<file path="config.mk">
export PLATFORM = sky130hd
export DESIGN_NAME = uart_mmio_tx_flat
export DESIGN_NICKNAME = d
export VERILOG_FILES = /design/src/rtl/uart_pkg.sv /design/src/rtl/uart_mmio_tx_if.sv /design/src/rtl/uart_tx_fifo.sv /design/src/rtl/uart_mmio_tx.sv /design/src/flat_wrapper.sv
export SDC_FILE = /design/constraint.sdc
export NUM_CORES = 1
export LEC_CHECK = 0
export CAP_MARGIN = 20
export CORE_MARGIN = 5
export CORE_UTILIZATION = 55
export CTS_CLUSTER_SIZE = 8
export DETAILED_ROUTE_END_ITERATION = 16
export GPL_ROUTABILITY_DRIVEN = 0
export GPL_TIMING_DRIVEN = 0
export PLACE_DENSITY_LB_ADDON = 0.1
export SLEW_MARGIN = 20
export SYNTH_ARGS = -nofsm -noshare
export SYNTH_HDL_FRONTEND = slang
export SYNTH_SLANG_ARGS = --single-unit
</file>
<file path="constraint.sdc">
create_clock -name clk -period 4.3 [get_ports clk]
set_input_delay 0.86 -clock clk [delete_from_list [all_inputs] [get_ports clk]]
set_output_delay 0.86 -clock clk [all_outputs]
set_load 0.01 [all_outputs]
</file>
<file path="src/rtl/uart_pkg.sv">
// Shared UART definitions for the MMIO transmitter and the UART programmer receiver.
package uart_pkg;
  typedef enum logic [1:0] {IDLE, START, DATA, STOP} tx_state_t;

  localparam int DATA_BITS     = 8;
  localparam int STOP_BITS     = 1;
  localparam int MMIO_BYTE_LSB = 0;
endpackage

</file>
<file path="src/rtl/uart_mmio_tx_if.sv">
// Core MMIO store path into the UART transmit data register.
interface uart_mmio_tx_if;
  logic        mmio_wea;
  logic [31:0] mmio_dat;
  logic        mmio_read;
  logic        tx_hold;

  modport master (output mmio_wea, mmio_dat, input mmio_read, tx_hold);
  modport slave  (input mmio_wea, mmio_dat, output mmio_read, tx_hold);
endinterface

</file>
<file path="src/rtl/uart_tx_fifo.sv">
// Synchronous byte FIFO; push when full and pop when empty are ignored.
module uart_tx_fifo #(
  parameter int DEPTH = 16,
  parameter int WIDTH = 8
) (
  input  logic                     clk,
  input  logic                     rst_n,
  input  logic                     push_i,
  input  logic                     pop_i,
  input  logic [WIDTH-1:0]         wdata_i,
  output logic [WIDTH-1:0]         rdata_o,
  output logic                     full_o,
  output logic                     empty_o,
  output logic [$clog2(DEPTH):0]   count_o
);
  localparam int AW = $clog2(DEPTH);

  logic [WIDTH-1:0] mem_q [DEPTH];
  logic [AW-1:0]    wptr_q, wptr_d;
  logic [AW-1:0]    rptr_q, rptr_d;
  logic [AW:0]      count_q, count_d;
  logic             do_push, do_pop;

  assign full_o  = (count_q == (AW+1)'(DEPTH));
  assign empty_o = (count_q == '0);
  assign do_push = push_i & ~full_o;
  assign do_pop  = pop_i & ~empty_o;
  assign rdata_o = mem_q[rptr_q];
  assign count_o = count_q;

  always_comb begin
    wptr_d  = wptr_q;
    rptr_d  = rptr_q;
    count_d = count_q;
    if (do_push) wptr_d = wptr_q + 1'b1;
    if (do_pop)  rptr_d = rptr_q + 1'b1;
    case ({do_push, do_pop})
      2'b10:   count_d = count_q + 1'b1;
      2'b01:   count_d = count_q - 1'b1;
      default: count_d = count_q;
    endcase
  end

  always_ff @(posedge clk or negedge rst_n) begin
    if (!rst_n) begin
      wptr_q  <= '0;
      rptr_q  <= '0;
      count_q <= '0;
    end else begin
      wptr_q  <= wptr_d;
      rptr_q  <= rptr_d;
      count_q <= count_d;
    end
  end

  // Storage is not reset; only the pointers define valid contents.
  always_ff @(posedge clk) begin
    if (do_push) mem_q[wptr_q] <= wdata_i;
  end
endmodule

</file>
<file path="src/rtl/uart_mmio_tx.sv">
// MMIO-fed 8N1 UART transmitter: byte FIFO plus serialiser FSM.
module uart_mmio_tx
  import uart_pkg::*;
#(
  parameter int BAUD_DIV   = 434,
  parameter int FIFO_DEPTH = 16
) (
  input  logic                          clk,
  input  logic                          Rst,
  uart_mmio_tx_if.slave                 mmio,
  output logic                          tx,
  output logic                          tx_busy,
  output logic                          tx_irq,
  output logic [$clog2(FIFO_DEPTH):0]   fifo_count
);
  tx_state_t            state_q, state_d;
  logic [15:0]          baud_q, baud_d;
  logic [2:0]           bit_q, bit_d;
  logic [DATA_BITS-1:0] shift_q, shift_d;
  logic                 tx_q, tx_d;
  logic                 irq_q, irq_d;
  logic                 fifo_full, fifo_empty, fifo_push, fifo_pop;
  logic [DATA_BITS-1:0] fifo_rdata;
  logic                 baud_last;

  assign fifo_push      = mmio.mmio_wea & ~fifo_full;
  assign mmio.tx_hold   = mmio.mmio_wea & fifo_full;
  assign mmio.mmio_read = ~fifo_full;

  uart_tx_fifo #(.DEPTH(FIFO_DEPTH), .WIDTH(DATA_BITS)) u_fifo (
    .clk     (clk),
    .rst_n   (Rst),
    .push_i  (fifo_push),
    .pop_i   (fifo_pop),
    .wdata_i (mmio.mmio_dat[MMIO_BYTE_LSB +: DATA_BITS]),
    .rdata_o (fifo_rdata),
    .full_o  (fifo_full),
    .empty_o (fifo_empty),
    .count_o (fifo_count)
  );

  assign baud_last = (baud_q == 16'(BAUD_DIV - 1));

  always_comb begin
    state_d  = state_q;
    baud_d   = baud_q;
    bit_d    = bit_q;
    shift_d  = shift_q;
    fifo_pop = 1'b0;
    irq_d    = 1'b0;
    case (state_q)
      IDLE: begin
        baud_d = '0;
        if (!fifo_empty) begin
          fifo_pop = 1'b1;
          shift_d  = fifo_rdata;
          bit_d    = '0;
          state_d  = START;
        end
      end
      START: begin
        if (baud_last) begin
          baud_d  = '0;
          bit_d   = '0;
          state_d = DATA;
        end else baud_d = baud_q + 16'd1;
      end
      DATA: begin
        if (baud_last) begin
          baud_d  = '0;
          shift_d = {1'b0, shift_q[DATA_BITS-1:1]};
          if (bit_q == 3'(DATA_BITS - 1)) begin
            bit_d   = '0;
            state_d = STOP;
          end else bit_d = bit_q + 3'd1;
        end else baud_d = baud_q + 16'd1;
      end
      STOP: begin
        if (baud_last) begin
          baud_d = '0;
          // Back-to-back frames: pop straight into the next start bit.
          if (!fifo_empty) begin
            fifo_pop = 1'b1;
            shift_d  = fifo_rdata;
            state_d  = START;
          end else begin
            state_d = IDLE;
            irq_d   = 1'b1;
          end
        end else baud_d = baud_q + 16'd1;
      end
      default: state_d = IDLE;
    endcase
  end

  // Line level follows the current state one cycle later, so every bit is BAUD_DIV long.
  always_comb begin
    case (state_q)
      START:   tx_d = 1'b0;
      DATA:    tx_d = shift_q[0];
      default: tx_d = 1'b1;
    endcase
  end

  always_ff @(posedge clk or negedge Rst) begin
    if (!Rst) begin
      state_q <= IDLE;
      baud_q  <= '0;
      bit_q   <= '0;
      shift_q <= '0;
      tx_q    <= 1'b1;
      irq_q   <= 1'b0;
    end else begin
      state_q <= state_d;
      baud_q  <= baud_d;
      bit_q   <= bit_d;
      shift_q <= shift_d;
      tx_q    <= tx_d;
      irq_q   <= irq_d;
    end
  end

  assign tx      = tx_q;
  assign tx_irq  = irq_q;
  assign tx_busy = (state_q != IDLE) | (fifo_count != '0);
endmodule
</file>
<file path="src/flat_wrapper.sv">
// flat-port wrapper written by rule: the top's interface ports become plain ports
module uart_mmio_tx_flat import uart_pkg::*;
#(
  parameter int BAUD_DIV   = 434,
  parameter int FIFO_DEPTH = 16
)
  (clk, Rst, tx, tx_busy, tx_irq, fifo_count, mmio_mmio_wea, mmio_mmio_dat, mmio_mmio_read, mmio_tx_hold);
  uart_mmio_tx_if mmio_i ();
  input  logic clk;
  input  logic Rst;
  output logic tx;
  output logic tx_busy;
  output logic tx_irq;
  output logic [$clog2(FIFO_DEPTH):0] fifo_count;
  input wire logic [$bits(mmio_i.mmio_wea)-1:0] mmio_mmio_wea;
  input wire logic [$bits(mmio_i.mmio_dat)-1:0] mmio_mmio_dat;
  output wire logic [$bits(mmio_i.mmio_read)-1:0] mmio_mmio_read;
  output wire logic [$bits(mmio_i.tx_hold)-1:0] mmio_tx_hold;
  assign mmio_i.mmio_wea = mmio_mmio_wea;
  assign mmio_i.mmio_dat = mmio_mmio_dat;
  assign mmio_mmio_read = mmio_i.mmio_read;
  assign mmio_tx_hold = mmio_i.tx_hold;
  uart_mmio_tx #(.BAUD_DIV(BAUD_DIV), .FIFO_DEPTH(FIFO_DEPTH)) u_core (.clk(clk), .Rst(Rst), .mmio(mmio_i), .tx(tx), .tx_busy(tx_busy), .tx_irq(tx_irq), .fifo_count(fifo_count));
endmodule
</file>
After elaboration in Yosys (flattened, before gate mapping) --
Memory sizes are Yosys's and may differ from the RTL's. Index checks and enable logic that the tools add are counted.
Cells by class: $add $sub $neg 6, equal/unequal tests 13, mux-type cells 28, bitwise logic cells 7, reduce and logical (&&, ||, !) cells 11
Operator list (number):
- one-hot mux 16 bit (2 select lines) | 1
- 2-to-1 mux 8 bit | 3
- one-hot mux 8 bit (3 select lines) | 1
- adder 16 x 1 -> 16 bit (second input constant) | 1
- equality test 16 x 9 -> 1 bit (second input constant) | 1
- 2-to-1 mux 16 bit | 1
- 2-to-1 mux 3 bit | 4
- 2-to-1 mux 2 bit | 5
- one-hot mux 5 bit (2 select lines) | 1
- one-hot mux 3 bit (3 select lines) | 1
- adder 4 x 1 -> 4 bit (second input constant) | 2
- 2-to-1 mux 1 bit | 8
- != test 2 x 1 -> 1 bit (second input constant) | 4
- one-hot mux 2 bit (4 select lines) | 1
- equality test 2 bit (second input constant) | 3
- nonzero test 3 bit | 2
- adder 5 x 1 -> 5 bit (second input constant) | 1
- equality test 5 bit (second input constant) | 1
- zero test 5 bit | 1
- AND reduction 5 bit | 1
- nonzero test 5 bit | 1
- subtractor 5 x 1 -> 5 bit (second input constant) | 1
- AND 1 bit | 4
- equality test 2 x 1 -> 1 bit (second input constant) | 2
- other kinds (11) | 14
Storage, ports and cells: register bits after elaboration 44, RAM bits 128, bits of input ports 35, word-level logic and storage cells 75, memories kept 1
Memories:
- u_core.u_fifo.mem_q | words 16, width 8, read ports 1, clocked after memory_dff 0, wr ports 1, RTL line uart_tx_fifo.sv:18 | logic [WIDTH-1:0] mem_q [DEPTH];

Depth between registers and ports, before layout --
depth after elaboration 7, depth in mapped cells 14, mapped depth without buffers 14

Cells and area by module --
A second synthesis with hierarchy kept.
Second synthesis, totals: cell total of the unflattened synthesis 498, area, all modules 7556.0 um2
By module, submodules not included:
- uart_tx_fifo | instances 1, cells an instance 332, area each 5779.3 um2, seq. area each 4169.0 um2
- uart_mmio_tx | instances 1, cells an instance 166, area each 1776.7 um2, seq. area each 777.0 um2

Worst setup path before layout --
No wires, ideal clock.
kind register to register, start point register u_core.baud_q[9], end point register u_core.u_fifo.count_q[4], in the netlist u_core.u_fifo.count_o[4], library setup time 79 ps, arrival 3041 ps, required time 4221 ps, slack 1180 ps, cell stages (with the launch flop) 13, path buffers 0, path through dfrtp_1 or4_4 nor4_1 a21oi_1 nor3_2 ha_1 inv_1 fa_1 nor2b_1 o21ai_0 and3_1 nor3_1 xor2_1
Between the ends: word-level cells in the longest chain between the ends 6, elaborated cells on any way between the ends 8
Ends and longest elaborated chain:
- start, declared | RTL line uart_mmio_tx.sv:17 | logic [15:0] baud_q, baud_d;
- start signal, assigned | RTL line uart_mmio_tx.sv:115 | baud_q <= baud_d;
- equality test 16 x 9 -> 1 bit (*) | RTL line uart_mmio_tx.sv:42 | assign baud_last = (baud_q == 16'(BAUD_DIV - 1));
- 2-to-1 mux 1 bit (*) | RTL line uart_mmio_tx.sv:79 | if (baud_last) begin
- one-hot mux 1 bit (2 select lines) (*) | RTL line uart_mmio_tx.sv:51 | case (state_q)
- AND 1 bit (*) | RTL line uart_tx_fifo.sv:27 | assign do_pop = pop_i & ~empty_o;
- via u_core.u_fifo.do_pop | RTL line uart_tx_fifo.sv:22 | logic do_push, do_pop;
- equality test 2 x 1 -> 1 bit / equality test 2 bit (equally long branches) | RTL line uart_tx_fifo.sv:37 | case ({do_push, do_pop})
- one-hot mux 5 bit (2 select lines) / nonzero test 2 bit (equally long branches)
- end signal, assigned | RTL line uart_tx_fifo.sv:52 | count_q <= count_d;
- end, declared | RTL line uart_tx_fifo.sv:21 | logic [AW:0] count_q, count_d;
Mark *: on every way through the listed nets, which the timed path passes. The rest lies on a longest branch. A chain may end at the register's enable or synchronous reset.

Worst setup path after layout --
start point register u_core.baud_q[1], end point register u_core.u_fifo.count_q[4], in the netlist u_core.u_fifo.count_o[4]
Same word-level chain as after synthesis.

==> out/metrics.yaml <==
cts_root_buf: "clkbuf_16"
tightest_slew_ns: 0.796
combinationalPowerShare_pct: 31.2
antenna_found_initial: 0
drt_pass1_iterations: 4
ys_async_sr_fraction_pct: 25.6
p_int_mw: 3.70
setup_violations: 0
vias_per_cell: 5.74
grt_pass1_vias: 4122
wl_per_cell_um: 20.0
cts_resized: 0
endpoint_kind: "register"
drc_errors: 0
ys_seq_area_share_pct: 68.3
rows: 42
clk-insertion-delay-late_ns: 0.44
final.period_utilization_pct: 84.2
overflow: 0
grt_pass1_wl_um: 22100
antenna_left: 0
rsz0062_at_grt: "false"
vias: 3940
instances_no_fill: 686
cts_hold_buf: 0
multi_input_area_um2: 2180
num-fill-cells: 952
synth_nets: 513
hold_violations: 0
die_h_um: 125
wirelength_um: 13700
core_area_um2: 13100
synth_area_um2: 7240
slowest_delay_ns: 0.48
crit_fanout: 4
slowest_stage: "or3b_2"
final_util_pct: 63.6
design.die.area_um2: 15600
hpwl_um: 9150
synthFlopType: "edfxtp_1"
port_buffers: 20
relSlewSlack_pct: 46.8
ys_ff_latch: 172
cts_setup_buffers: 0
drt_iter0_drc: 314
start_util_pct: 55.3
clkSlewWorstSetupHoldPaths_ns: 0.07
powerDensity_nw_per_um2: 663
path_cells: "inv_1 > ha_1 > or3b_2 > nor4_1 > a21oi_1 > nor3_2 > ha_1 > inv_1 > fa_1 > nor2b_1 > o21ai_0 > and3_1 > nor3_1 > xor2_1"
leakage_nw: 2.97
io_pins: 45
drive_gt1_share_pct: 17.5
syn_inst: 457
swShare_pct: 33.0
slew_violations: 0
synth_warnings: 0
maxCapViolCount: 0
cts_sinks: 172
cp_data_required_time_ns: 4.66
regArea_um2: 4950
timing.final.ws_setup_ns: 0.678
cts_buffers: 17
cts_buffer_depth: 2
grt_use_total_pct: 18.9
synth.area.top_cells: "edfxtp_1, dfrtp_1, mux4_2"
n_antenna_cell: 0
cts_tree: "done"
fin_nets: 553
synth-edff-count: 128
period_minus_slack_ns: 3.62
grt_max_degree: 27
fmax_ghz: 0.276
synth_top_cell_area_share_pct: 53.1
syn_to_final_growth_pct: 14.9
worstSetupPathType: "register to register"
placed_cells: 654
p_seq_share_pct: 39.9
crit_path_start_kind: "register"
yosys.cell_types.count: 43
hp-class: "input port to asynchronous set/reset pin"
die_w_um: 125
tns_ns: 0
p_sw_mw: 1.82
yosysTopAreaCell: "edfxtp_1"
max-vdd-ir-drop_mv: 0.448
htreeDepth: 4
syn_area_per_cell_um2: 15.8
status: "finished clean"
clock_power_share_pct: 28.9
pre_cts_slack_ns: 0.676
finalClockSkew_ns: 0.00923
cp.arrival_ns: 3.98
[cell families after synthesis]
| family | synth area share, % |
|---|---|
| AND/OR/NAND/NOR | 7.22 |
| buffers and inverters | 1.94 |
| multiplexers | 10.4 |
| AO/OA/AOI/OAI | 5.49 |
| adder cells (fa/ha/maj) | 3.73 |
| flip-flops | 68.3 |
| XOR/XNOR | 2.90 |
[metrics by stage]
| step | power (mW) | hold WS, ns | instance area (um^2) |
|---|---|---|---|
| detailed placement | 3.98 | 0.484 | 7700 |
| finish | 5.52 | 0.380 | 8320 |
| floorplan | 3.45 | 0.457 | 7240 |
| CTS | 5.58 | 0.376 | 8320 |
| global placement | 3.91 | 0.473 | 7660 |
| global route | 5.86 | 0.403 | 8320 |
[final cells by class]
cell class	count	area share, %
buffer	22	1.10
clock buffer	17	5.11
clock inverter	15	2.39
inverter	13	0.586
multi-input combinational	250	26.1
sequential	172	59.4
tap	176	2.65
timing repair buffer	21	2.59
[power groups by stage]
stage | registers (mW) | logic, mW | clock network (mW)
after floorplan | 2.21 | 1.24 | 0
after global placement | 2.22 | 1.69 | 0
after detailed placement | 2.24 | 1.74 | 0
after CTS | 2.21 | 1.75 | 1.63
after global routing | 2.23 | 1.93 | 1.70
final | 2.21 | 1.72 | 1.59
[layout by cell type (no fill, tap or decap), drive strengths merged, types with 6 or more instances in the layout]
cell | synthesis | routed
buf | 8 | 10
a22o | 6 | 6
xnor2 | 10 | 10
nor3 | 10 | 10
xor2 | 14 | 14
clkdlybuf4s50 | 0 | 19
nand3 | 7 | 7
clkbuf | 14 | 31
dfrtp | 43 | 43
a22oi | 16 | 16
nor2 | 44 | 44
nand2 | 16 | 16
ha | 20 | 20
mux4 | 32 | 32
o21ai | 8 | 8
a21oi | 27 | 27
inv | 13 | 21
edfxtp | 128 | 128
[worst paths after layout]
path,startpoint,endpoint,slack [ns],depth (start not counted)
worst max-delay path,u_core.baud_q[1],u_core.u_fifo.count_o[4],0.68,14
worst min-delay path,Rst,u_core.u_fifo.count_o[0],0.38,1
worst max register to register,u_core.baud_q[1],u_core.u_fifo.count_o[4],0.68,14
worst min register to register,u_core.shift_q[0],u_core.tx,0.49,2
max in group asynchronous,Rst,u_core.tx,3.35,2
min in group clk,u_core.shift_q[0],u_core.tx,0.49,2
[worst max-delay path, delay by kind of cell, from the launching register on]
| family | cells | cell delay (ns) |
|---|---|---|
| simple gates | 6 | 1.65 |
| fa+ha+maj | 3 | 0.82 |
| flops | 1 | 0.41 |
| compound gates | 2 | 0.32 |
| buf+inv | 2 | 0.17 |
| xor+xnor | 1 | 0.15 |
[registers in the layout, summed over array words and instances, names as in the netlist]
register and count:
u_core.tx_irq 1, u_core.u_fifo.count_o 5, u_core.u_fifo.wptr_q 4, u_core.tx 1, u_core.bit_q 3, u_core.u_fifo.rptr_q 4, u_core.baud_q 16, u_core.shift_q 8
u_core.state_q 2, u_core.u_fifo.mem_q 128
[routing by layer]
layer	routed length (um)	up-vias	global-route usage, %
li1	-	1824	-
met1	5740	2011	24.8
met2	7060	92	30.8
met3	742	13	5.53
met4	162	0	6.00
met5	0	-	0
[cell usage after synthesis (all sizes together), types with 3 or more instances]
| master | number |
|---|---|
| ha | 20 |
| nor2 | 44 |
| nor4 | 4 |
| nand3 | 7 |
| mux2 | 3 |
| and2 | 3 |
| clkbuf | 14 |
| dfrtp | 43 |
| edfxtp | 128 |
| buf | 8 |
| and3 | 4 |
| nor3 | 10 |
| or4 | 3 |
| a22oi | 16 |
| xor2 | 14 |
| a21oi | 27 |
| o21ai | 8 |
| nand4 | 5 |
| xnor2 | 10 |
| a22o | 6 |
| nand2 | 16 |
| inv | 13 |
| nand2b | 3 |
| nor2b | 5 |
| mux4 | 32 |
No activity file was read; power rests on OpenSTA's default activity.
